[config.mk]
export PLATFORM = sky130hd
export DESIGN_NAME = dbg_clk_probe_flat
export DESIGN_NICKNAME = d
export VERILOG_FILES = /design/src/rtl/dbg_clk_probe_if.sv /design/src/rtl/dbg_clk_probe.sv /design/src/flat_wrapper.sv
export SDC_FILE = /design/constraint.sdc
export NUM_CORES = 1
export LEC_CHECK = 0
export ABC_AREA = 1
export ABC_CLOCK_PERIOD_IN_PS = 1650
export BUFFER_PORTS_ARGS = -buffer_cell sky130_fd_sc_hd__clkbuf_2
export CAP_MARGIN = 20
export CORE_AREA = 5 5 230 232
export DETAILED_ROUTE_END_ITERATION = 8
export DIE_AREA = 0 0 235 237
export GPL_TIMING_DRIVEN = 0
export SETUP_SLACK_MARGIN = 0.05
export SYNTH_ARGS = -nofsm -noshare
export SYNTH_HDL_FRONTEND = slang
export SYNTH_SLANG_ARGS = --single-unit
[constraint.sdc]
create_clock -name clk -period 1.65 [get_ports clk]
set_clock_uncertainty 0.2 [all_clocks]
set_input_delay 0.165 -clock clk [delete_from_list [all_inputs] [get_ports clk]]
set_output_delay 0.165 -clock clk [all_outputs]
set_load 0.01 [all_outputs]
[src/rtl/dbg_clk_probe_if.sv]
// Board-side control and CPU-side observation signals of the debug clock/probe block.
// The board or bench drives the master side; dbg_clk_probe implements the slave side.
interface dbg_clk_probe_if #(
  parameter int NUM_CH = 16,
  parameter int DATA_W = 32,
  parameter int DIV_W  = 8
);
  localparam int SEL_W = $clog2(NUM_CH) + 1;

  logic                     key_i;
  logic                     mode_i;
  logic [DIV_W-1:0]         div_i;
  logic [SEL_W-1:0]         sel_i;
  logic                     freeze_i;
  logic [NUM_CH*DATA_W-1:0] probe_i;
  logic                     cpu_ce_o;
  logic [DATA_W-1:0]        data_o;
  logic                     valid_o;
  logic [31:0]              ce_cnt_o;

  modport master (
    output key_i, mode_i, div_i, sel_i, freeze_i, probe_i,
    input  cpu_ce_o, data_o, valid_o, ce_cnt_o
  );

  modport slave (
    input  key_i, mode_i, div_i, sel_i, freeze_i, probe_i,
    output cpu_ce_o, data_o, valid_o, ce_cnt_o
  );
endinterface

[src/rtl/dbg_clk_probe.sv]
// CPU clock-enable generator (divided run mode or debounced single-step) with a
// registered probe mux that samples whenever the CPU has just advanced.
module dbg_clk_probe #(
  parameter int NUM_CH       = 16,
  parameter int DATA_W       = 32,
  parameter int DIV_W        = 8,
  parameter int DEBOUNCE_CYC = 50000
) (
  input logic           clk,
  input logic           rst,
  dbg_clk_probe_if.slave bus
);
  localparam int SEL_W = $clog2(NUM_CH) + 1;
  localparam int IDX_W = $clog2(NUM_CH);
  localparam int DB_W  = (DEBOUNCE_CYC > 1) ? $clog2(DEBOUNCE_CYC) : 1;

  typedef enum logic {
    ST_RUN  = 1'b0,
    ST_STEP = 1'b1
  } mode_e;

  mode_e              state_q, state_d;
  logic               sync1_q, key_s_q;
  logic               key_db_q, key_db_d;
  logic               key_db_dly_q;
  logic [DB_W-1:0]    db_cnt_q, db_cnt_d;
  logic [DIV_W-1:0]   div_cnt_q, div_cnt_d;
  logic               cpu_ce_q, cpu_ce_d;
  logic [31:0]        ce_cnt_q, ce_cnt_d;
  logic [SEL_W-1:0]   sel_q;
  logic [DATA_W-1:0]  data_q, data_d;
  logic               valid_q, valid_d;
  logic               step_req;
  logic               load;
  logic [DATA_W-1:0]  mux_out;
  logic [DATA_W-1:0]  ch [2**IDX_W];

  // Unused slots above NUM_CH read as zero, so any out-of-range sel yields 0.
  generate
    for (genvar gi = 0; gi < 2**IDX_W; gi++) begin : g_ch
      if (gi < NUM_CH) begin : g_used
        assign ch[gi] = bus.probe_i[gi*DATA_W +: DATA_W];
      end else begin : g_empty
        assign ch[gi] = '0;
      end
    end
  endgenerate

  assign mux_out  = bus.sel_i[SEL_W-1] ? '0 : ch[bus.sel_i[IDX_W-1:0]];
  assign step_req = key_db_q & ~key_db_dly_q;

  always_comb begin
    db_cnt_d = '0;
    key_db_d = key_db_q;
    if (key_s_q != key_db_q) begin
      if (db_cnt_q == DB_W'(DEBOUNCE_CYC - 1)) begin
        key_db_d = key_s_q;
      end else begin
        db_cnt_d = db_cnt_q + DB_W'(1);
      end
    end
  end

  // A mode switch costs one idle cycle and swallows any coincident step request.
  always_comb begin
    state_d   = bus.mode_i ? ST_STEP : ST_RUN;
    div_cnt_d = div_cnt_q;
    cpu_ce_d  = 1'b0;
    if (state_d != state_q) begin
      div_cnt_d = '0;
    end else if (state_q == ST_STEP) begin
      div_cnt_d = '0;
      cpu_ce_d  = step_req;
    end else if (div_cnt_q >= bus.div_i) begin
      div_cnt_d = '0;
      cpu_ce_d  = 1'b1;
    end else begin
      div_cnt_d = div_cnt_q + DIV_W'(1);
    end
  end

  always_comb begin
    load     = cpu_ce_q | (bus.sel_i != sel_q);
    data_d   = data_q;
    valid_d  = valid_q;
    ce_cnt_d = ce_cnt_q + {31'd0, cpu_ce_q};
    if (load && !bus.freeze_i) begin
      data_d  = mux_out;
      valid_d = 1'b1;
    end
  end

  always_ff @(posedge clk) begin
    if (!rst) begin
      state_q      <= ST_RUN;
      sync1_q      <= 1'b0;
      key_s_q      <= 1'b0;
      key_db_q     <= 1'b0;
      key_db_dly_q <= 1'b0;
      db_cnt_q     <= '0;
      div_cnt_q    <= '0;
      cpu_ce_q     <= 1'b0;
      ce_cnt_q     <= '0;
      sel_q        <= '0;
      data_q       <= '0;
      valid_q      <= 1'b0;
    end else begin
      state_q      <= state_d;
      sync1_q      <= bus.key_i;
      key_s_q      <= sync1_q;
      key_db_q     <= key_db_d;
      key_db_dly_q <= key_db_q;
      db_cnt_q     <= db_cnt_d;
      div_cnt_q    <= div_cnt_d;
      cpu_ce_q     <= cpu_ce_d;
      ce_cnt_q     <= ce_cnt_d;
      sel_q        <= bus.sel_i;
      data_q       <= data_d;
      valid_q      <= valid_d;
    end
  end

  assign bus.cpu_ce_o = cpu_ce_q;
  assign bus.data_o   = data_q;
  assign bus.valid_o  = valid_q;
  assign bus.ce_cnt_o = ce_cnt_q;
endmodule

[src/flat_wrapper.sv]
// flat-port wrapper written by rule: the top's interface ports become plain ports
module dbg_clk_probe_flat 
#(
  parameter int NUM_CH       = 16,
  parameter int DATA_W       = 32,
  parameter int DIV_W        = 8,
  parameter int DEBOUNCE_CYC = 50000
)
  (clk, rst, bus_key_i, bus_mode_i, bus_div_i, bus_sel_i, bus_freeze_i, bus_probe_i, bus_cpu_ce_o, bus_data_o, bus_valid_o, bus_ce_cnt_o);
  dbg_clk_probe_if #(.NUM_CH(NUM_CH), .DATA_W(DATA_W), .DIV_W(DIV_W)) bus_i ();
  input logic clk;
  input logic rst;
  input wire logic [$bits(bus_i.key_i)-1:0] bus_key_i;
  input wire logic [$bits(bus_i.mode_i)-1:0] bus_mode_i;
  input wire logic [$bits(bus_i.div_i)-1:0] bus_div_i;
  input wire logic [$bits(bus_i.sel_i)-1:0] bus_sel_i;
  input wire logic [$bits(bus_i.freeze_i)-1:0] bus_freeze_i;
  input wire logic [$bits(bus_i.probe_i)-1:0] bus_probe_i;
  output wire logic [$bits(bus_i.cpu_ce_o)-1:0] bus_cpu_ce_o;
  output wire logic [$bits(bus_i.data_o)-1:0] bus_data_o;
  output wire logic [$bits(bus_i.valid_o)-1:0] bus_valid_o;
  output wire logic [$bits(bus_i.ce_cnt_o)-1:0] bus_ce_cnt_o;
  assign bus_i.key_i = bus_key_i;
  assign bus_i.mode_i = bus_mode_i;
  assign bus_i.div_i = bus_div_i;
  assign bus_i.sel_i = bus_sel_i;
  assign bus_i.freeze_i = bus_freeze_i;
  assign bus_i.probe_i = bus_probe_i;
  assign bus_cpu_ce_o = bus_i.cpu_ce_o;
  assign bus_data_o = bus_i.data_o;
  assign bus_valid_o = bus_i.valid_o;
  assign bus_ce_cnt_o = bus_i.ce_cnt_o;
  dbg_clk_probe #(.NUM_CH(NUM_CH), .DATA_W(DATA_W), .DIV_W(DIV_W), .DEBOUNCE_CYC(DEBOUNCE_CYC)) u_core (.clk(clk), .rst(rst), .bus(bus_i));
endmodule
# Word-level counts from Yosys, hierarchy flattened
# Index checks and enable logic that the tools add are counted.
# classes
addsub	3
n_lt_le_gt_ge	2
eq_ne	4
n_mux	7
n_bitwise	6
reduce_logical	6
# ops
cell	count
binary-select mux 32 bit (select 4 bit)	1
2-to-1 mux 32 bit	3
adder 32 x 1 -> 32 bit	1
adder 16 x 1 -> 16 bit, second input constant	1
== test 16 bit, second input constant	1
adder 8 x 1 -> 8 bit, second input constant	1
greater-or-equal comparator 8 bit	1
greater-or-equal comparator 5 bit, second input constant	1
!= test 5 bit	1
inverter 4 -> 5 bit	1
OR reduction 4 bit	1
2-to-1 mux 1 bit	3
inverter 1 bit	3
OR reduction 3 bit	1
!= test 1 bit	2
AND reduction 2 bit	1
OR reduction 2 bit	1
bitwise AND 1 bit	1
logical AND 1 bit	1
zero test 1 bit	1
bitwise OR 1 bit	1
# totals
ff_bits	100
out_inout_bits	66
word_cells	40

# Longest topological paths before layout
# depth
ltp_word	5
mapped_depth	12
ltp_nobuf	11

# Worst setup path after synthesis
# No wires, ideal clock.
# synth_path
path_kind	reg-to-reg
from	register u_core.cpu_ce_q (netlist: u_core.bus.cpu_ce_o)
to	register u_core.ce_cnt_q[20] (netlist: u_core.bus.ce_cnt_o[20])
setup_time_ps	113
arrival_ps	1527
required_time_ps	1337
path_slack_ps	-190
path_stages_with_launch	12
n_path_buf	0
period_less_slack_ps	1840
cell_sequence	dfxtp_1 -> ha_1 -> ha_1 -> nand2_1 -> nor2_1 -> nand2_1 -> inv_1 -> nand3_1 -> nor2_1 -> nand2_1 -> nand2_1 -> nor2_1
# synth_via
elab_chain_cells	1
# synth_rtl
element	line	text
start, declared	dbg_clk_probe.sv:28	logic cpu_ce_q, cpu_ce_d;
start signal, assigned	dbg_clk_probe.sv:115	cpu_ce_q <= cpu_ce_d;
adder 32 x 1 -> 32 bit	dbg_clk_probe.sv:86	ce_cnt_d = ce_cnt_q + {31'd0, cpu_ce_q};
end signal, assigned	dbg_clk_probe.sv:116	ce_cnt_q <= ce_cnt_d;
end, declared	dbg_clk_probe.sv:29	logic [31:0] ce_cnt_q, ce_cnt_d;
# No other way between the ends.
# A chain may end at the register's enable or synchronous reset.

# Worst setup path in the final report
# layout_path
from	register u_core.cpu_ce_q (netlist: u_core.bus.cpu_ce_o)
to	register u_core.data_q[2] (netlist: u_core.bus.data_o[2])
# layout_via
elab_chain_cells	2
# layout_rtl
element	line	text
bitwise OR 1 bit	dbg_clk_probe.sv:83	load = cpu_ce_q | (bus.sel_i != sel_q);
logical AND 1 bit	dbg_clk_probe.sv:87	if (load && !bus.freeze_i) begin
end signal, assigned	dbg_clk_probe.sv:118	data_q <= data_d;
end, declared	dbg_clk_probe.sv:31	logic [DATA_W-1:0] data_q, data_d;
# No other way between the ends.

==> flow_summary.toml <==
[clock_tree]
cts_inserted_buffers = 9
numClockSinks = 100
clkSlewWorstSetupHoldPaths_ns = 0.07
tritoncts_clock_tree = "built"
clk_root_buffer_cell = "clkbuf_16"
clkLatencyLatePin_ns = 0.35
cts_hold_buffers = 3
cts_buffer_depth = 2
cts.htree.levels = 3

[timing]
period_needed_ns = 1.80
grt_setup_unrepaired = "yes"
timing.hold.ws_ns = -0.0361
layout_worst_path_cycle_share = 1.09
setup_slack_of_the_critical_path_after_layout_ns = -0.154
setup_viol_count_final = 47
hold_viol_final = 4
slew_headroom = 0.409
worst_pin_slew_ns = 0.887
slew_violations = 0
fmaxAchievable_mhz = 554

[yosys]
total_standard_cell_area_after_synthesis_sq_mm = 0.0111
avgSynthCellArea_sq_um = 5.08
synthArstFlopShare = 0
yosys.area.top_type = "nand2_1"
synth-edff-count = 0
ys.warnings.count = 0
synth-main-ff-cell = "dfxtp_1"
synth_largest_type_area_fraction = 0.288
post_synth_num_cell_types = 34
syn_nets = 2733
synthCells = 2191
synth-seq-cells = 100
synth-seq-area-share = 0.180
netlist_top_cells_area = "nand2_1 29%, nand3_1 18%, dfxtp_1 18%"

[drt]
initialDrtViolationCount = 961
ant_nets = 0
detail_route.vias_per_cell = 4.48
route.vias.total = 15800
wire_per_inst_microns = 20.4
wirelength_mm = 72.1
drcViolationCount = 0
first_pass_iters = 5

[place]
io_buffers = 592
detailedPlacementHpwl_mm = 60.0
globalplace.congestion = 0.974

[run]
maxCapViolations = 0

[pwr]
max-vdd-ir-drop_mv = 0.424
post-layout-total-power_mw = 7.90
p_per_area_mw_per_mm2 = 467
p_leak_nw = 10.1

[grt]
globalRouteOverflowTotal = 0
globalRouteTotalUtil = 0.242
number_of_antenna_violations_at_the_first_check_in_global_routing = 9
via_count_of_the_first_global_routing_pass = 15300
grt_max_degree = 17
grt_first_pass_wirelength_mm = 101

[critical_path]
timing.critical_path.to_type = "flip-flop"
setup.worst_path.class = "flip-flop to flip-flop"
critical_path_arrival_ns = 1.80
data_required_time_of_the_worst_path_ns = 1.65
worst_setup_path_start_kind = "flip-flop"
worst-path-max-fanout = 5

[finish]
final_cell_mix = "801 x nand2_1, 597 x clkbuf_2, 461 x inv_1"
ratio_of_cells_with_drive_above_1_in_the_final_layout = 0.343
mostFrequentLayoutCell = "nand2_1"
num-fill-cells = 5931
synthToLayoutAreaGrowth_pct = 51.9
design.final.nets = 3383
final_core_util = 0.333

[floorplanning]
row_count = 83
initial_utilization = 0.219
chipWidth_microns = 235
core_area_sq_mm = 0.0508
design.die.area_sq_mm = 0.0557
die_y_microns = 237
boundaryPins = 596

[outcome]
violations = "hold timing, setup timing"
status = "finished with violations"

[worst_hold_path]
min_path_type = "input pin to flip-flop"
stage by stage:
stage / setup TNS, ns / hold WS [ns] / worst slack, ns / area, sq um / std cells
finish: -4.50 / -0.0361 / -0.154 / 16900 / 3532
global route: -8.40 / -0.0108 / -0.236 / 16900 / 3530
CTS: -2.73 / -0.0369 / -0.132 / 16100 / 3509
detailed placement: -29.16 / 0.162 / -0.904 / 15000 / 3463
global placement: -28.29 / 0.160 / -0.895 / 15000 / 3463
floorplan: 0 / 0.0585 / 0.0163 / 11200 / 2191
cells in the mapped netlist (2+ instances only):
cell,instances
nand2_1,854
inv_1,469
nand3_1,409
dfxtp_1,100
a21oi_1,63
nor2_1,62
buf_2,60
nor3_1,28
buf_6,24
clkbuf_1,17
o21ai_0,13
ha_1,12
nand4_1,11
buf_1,10
buf_4,9
xor2_1,9
nand3b_1,8
xnor2_1,6
nor3_2,4
or2_2,4
nor4_1,3
inv_4,2
nor2_2,2
or2_0,2
state kept, by name (all words and copies together), names as in the netlist:
| register | count |
|---|---|
| u_core.bus.ce_cnt_o | 32 |
| u_core.bus.data_o | 32 |
| u_core.db_cnt_q | 16 |
| u_core.div_cnt_q | 8 |
| u_core.sel_q | 5 |
| u_core.bus.cpu_ce_o | 1 |
| u_core.bus.valid_o | 1 |
| u_core.key_db_dly_q | 1 |
| u_core.key_db_q | 1 |
| u_core.key_s_q | 1 |
| u_core.state_q | 1 |
| u_core.sync1_q | 1 |
kinds of logic (layout without fill, tap and decap cells):
family | Yosys count | count (layout) | share of synthesized area
simple gates | 1392 | 1392 | 0.532
buf+inv | 594 | 1249 | 0.228
xor+xnor | 15 | 15 | 0.0118
compound gates | 78 | 78 | 0.0354
flops | 100 | 100 | 0.180
fa+ha+maj | 12 | 12 | 0.0135
other cells | 0 | 6 | 0
final cells by class:
cell class,instances,area [sq um],area share
tap,680,851,0.0503
timing repair buffer,639,3430,0.203
sequential,100,2100,0.124
clock buffer,11,243,0.0144
buffer,121,962,0.0569
antenna,6,15.0,0.000888
multi-input combinational,1497,7460,0.441
inverter,473,1790,0.106
clock inverter,5,60.1,0.00355
repair_timing:
item                                    in CTS  in global routing
resized for setup                          167                191
pin swaps                                   20                 43
hold endpoints to repair                     7                  2
gates cloned                                 4                  2
setup buffers                               23                 17
endpoints found under the setup margin      82                 80
final timing paths:
check	start	endpoint	slack, ns	depth (start not counted)
min	rst	u_core.bus.ce_cnt_o[7]$_SDFF_PN0_	-0.04	3
max	u_core.bus.cpu_ce_o$_SDFF_PP0_	u_core.bus.data_o[2]$_SDFFE_PN0P_	-0.15	12
min reg2reg	u_core.sync1_q$_SDFF_PN0_	u_core.key_s_q$_SDFF_PN0_	0.22	2
max reg2reg	u_core.bus.cpu_ce_o$_SDFF_PP0_	u_core.bus.data_o[2]$_SDFFE_PN0P_	-0.15	12
routing by layer:
metal | track usage | vias to the layer above | part of all wire
met3 | 0.0418 | 98 | 0.066
li1 | - | 7904 | -
met4 | 0.0579 | 4 | 0.028
met5 | 0 | - | 0.00037
met2 | 0.421 | 666 | 0.48
met1 | 0.312 | 7166 | 0.43
report_power, final:
group          switching (mW)  internal, mW
Sequential             0.0325          2.44
Combinational            1.97          1.29
Clock                   0.951          1.23
Total                    2.95          4.95
critical path, cell delays in order, from the launching register on:
cell,delay [ns]
dfxtp_4,0.35
buf_4,0.13
buf_6,0.12
inv_2,0.04
nand2_1,0.04
nor2_1,0.12
nand3_2,0.09
nand2_4,0.11
nor2_4,0.05
buf_6,0.14
buf_8,0.14
nand2_4,0.07
a21oi_2,0.05
No activity file was read; power rests on OpenSTA's default activity.
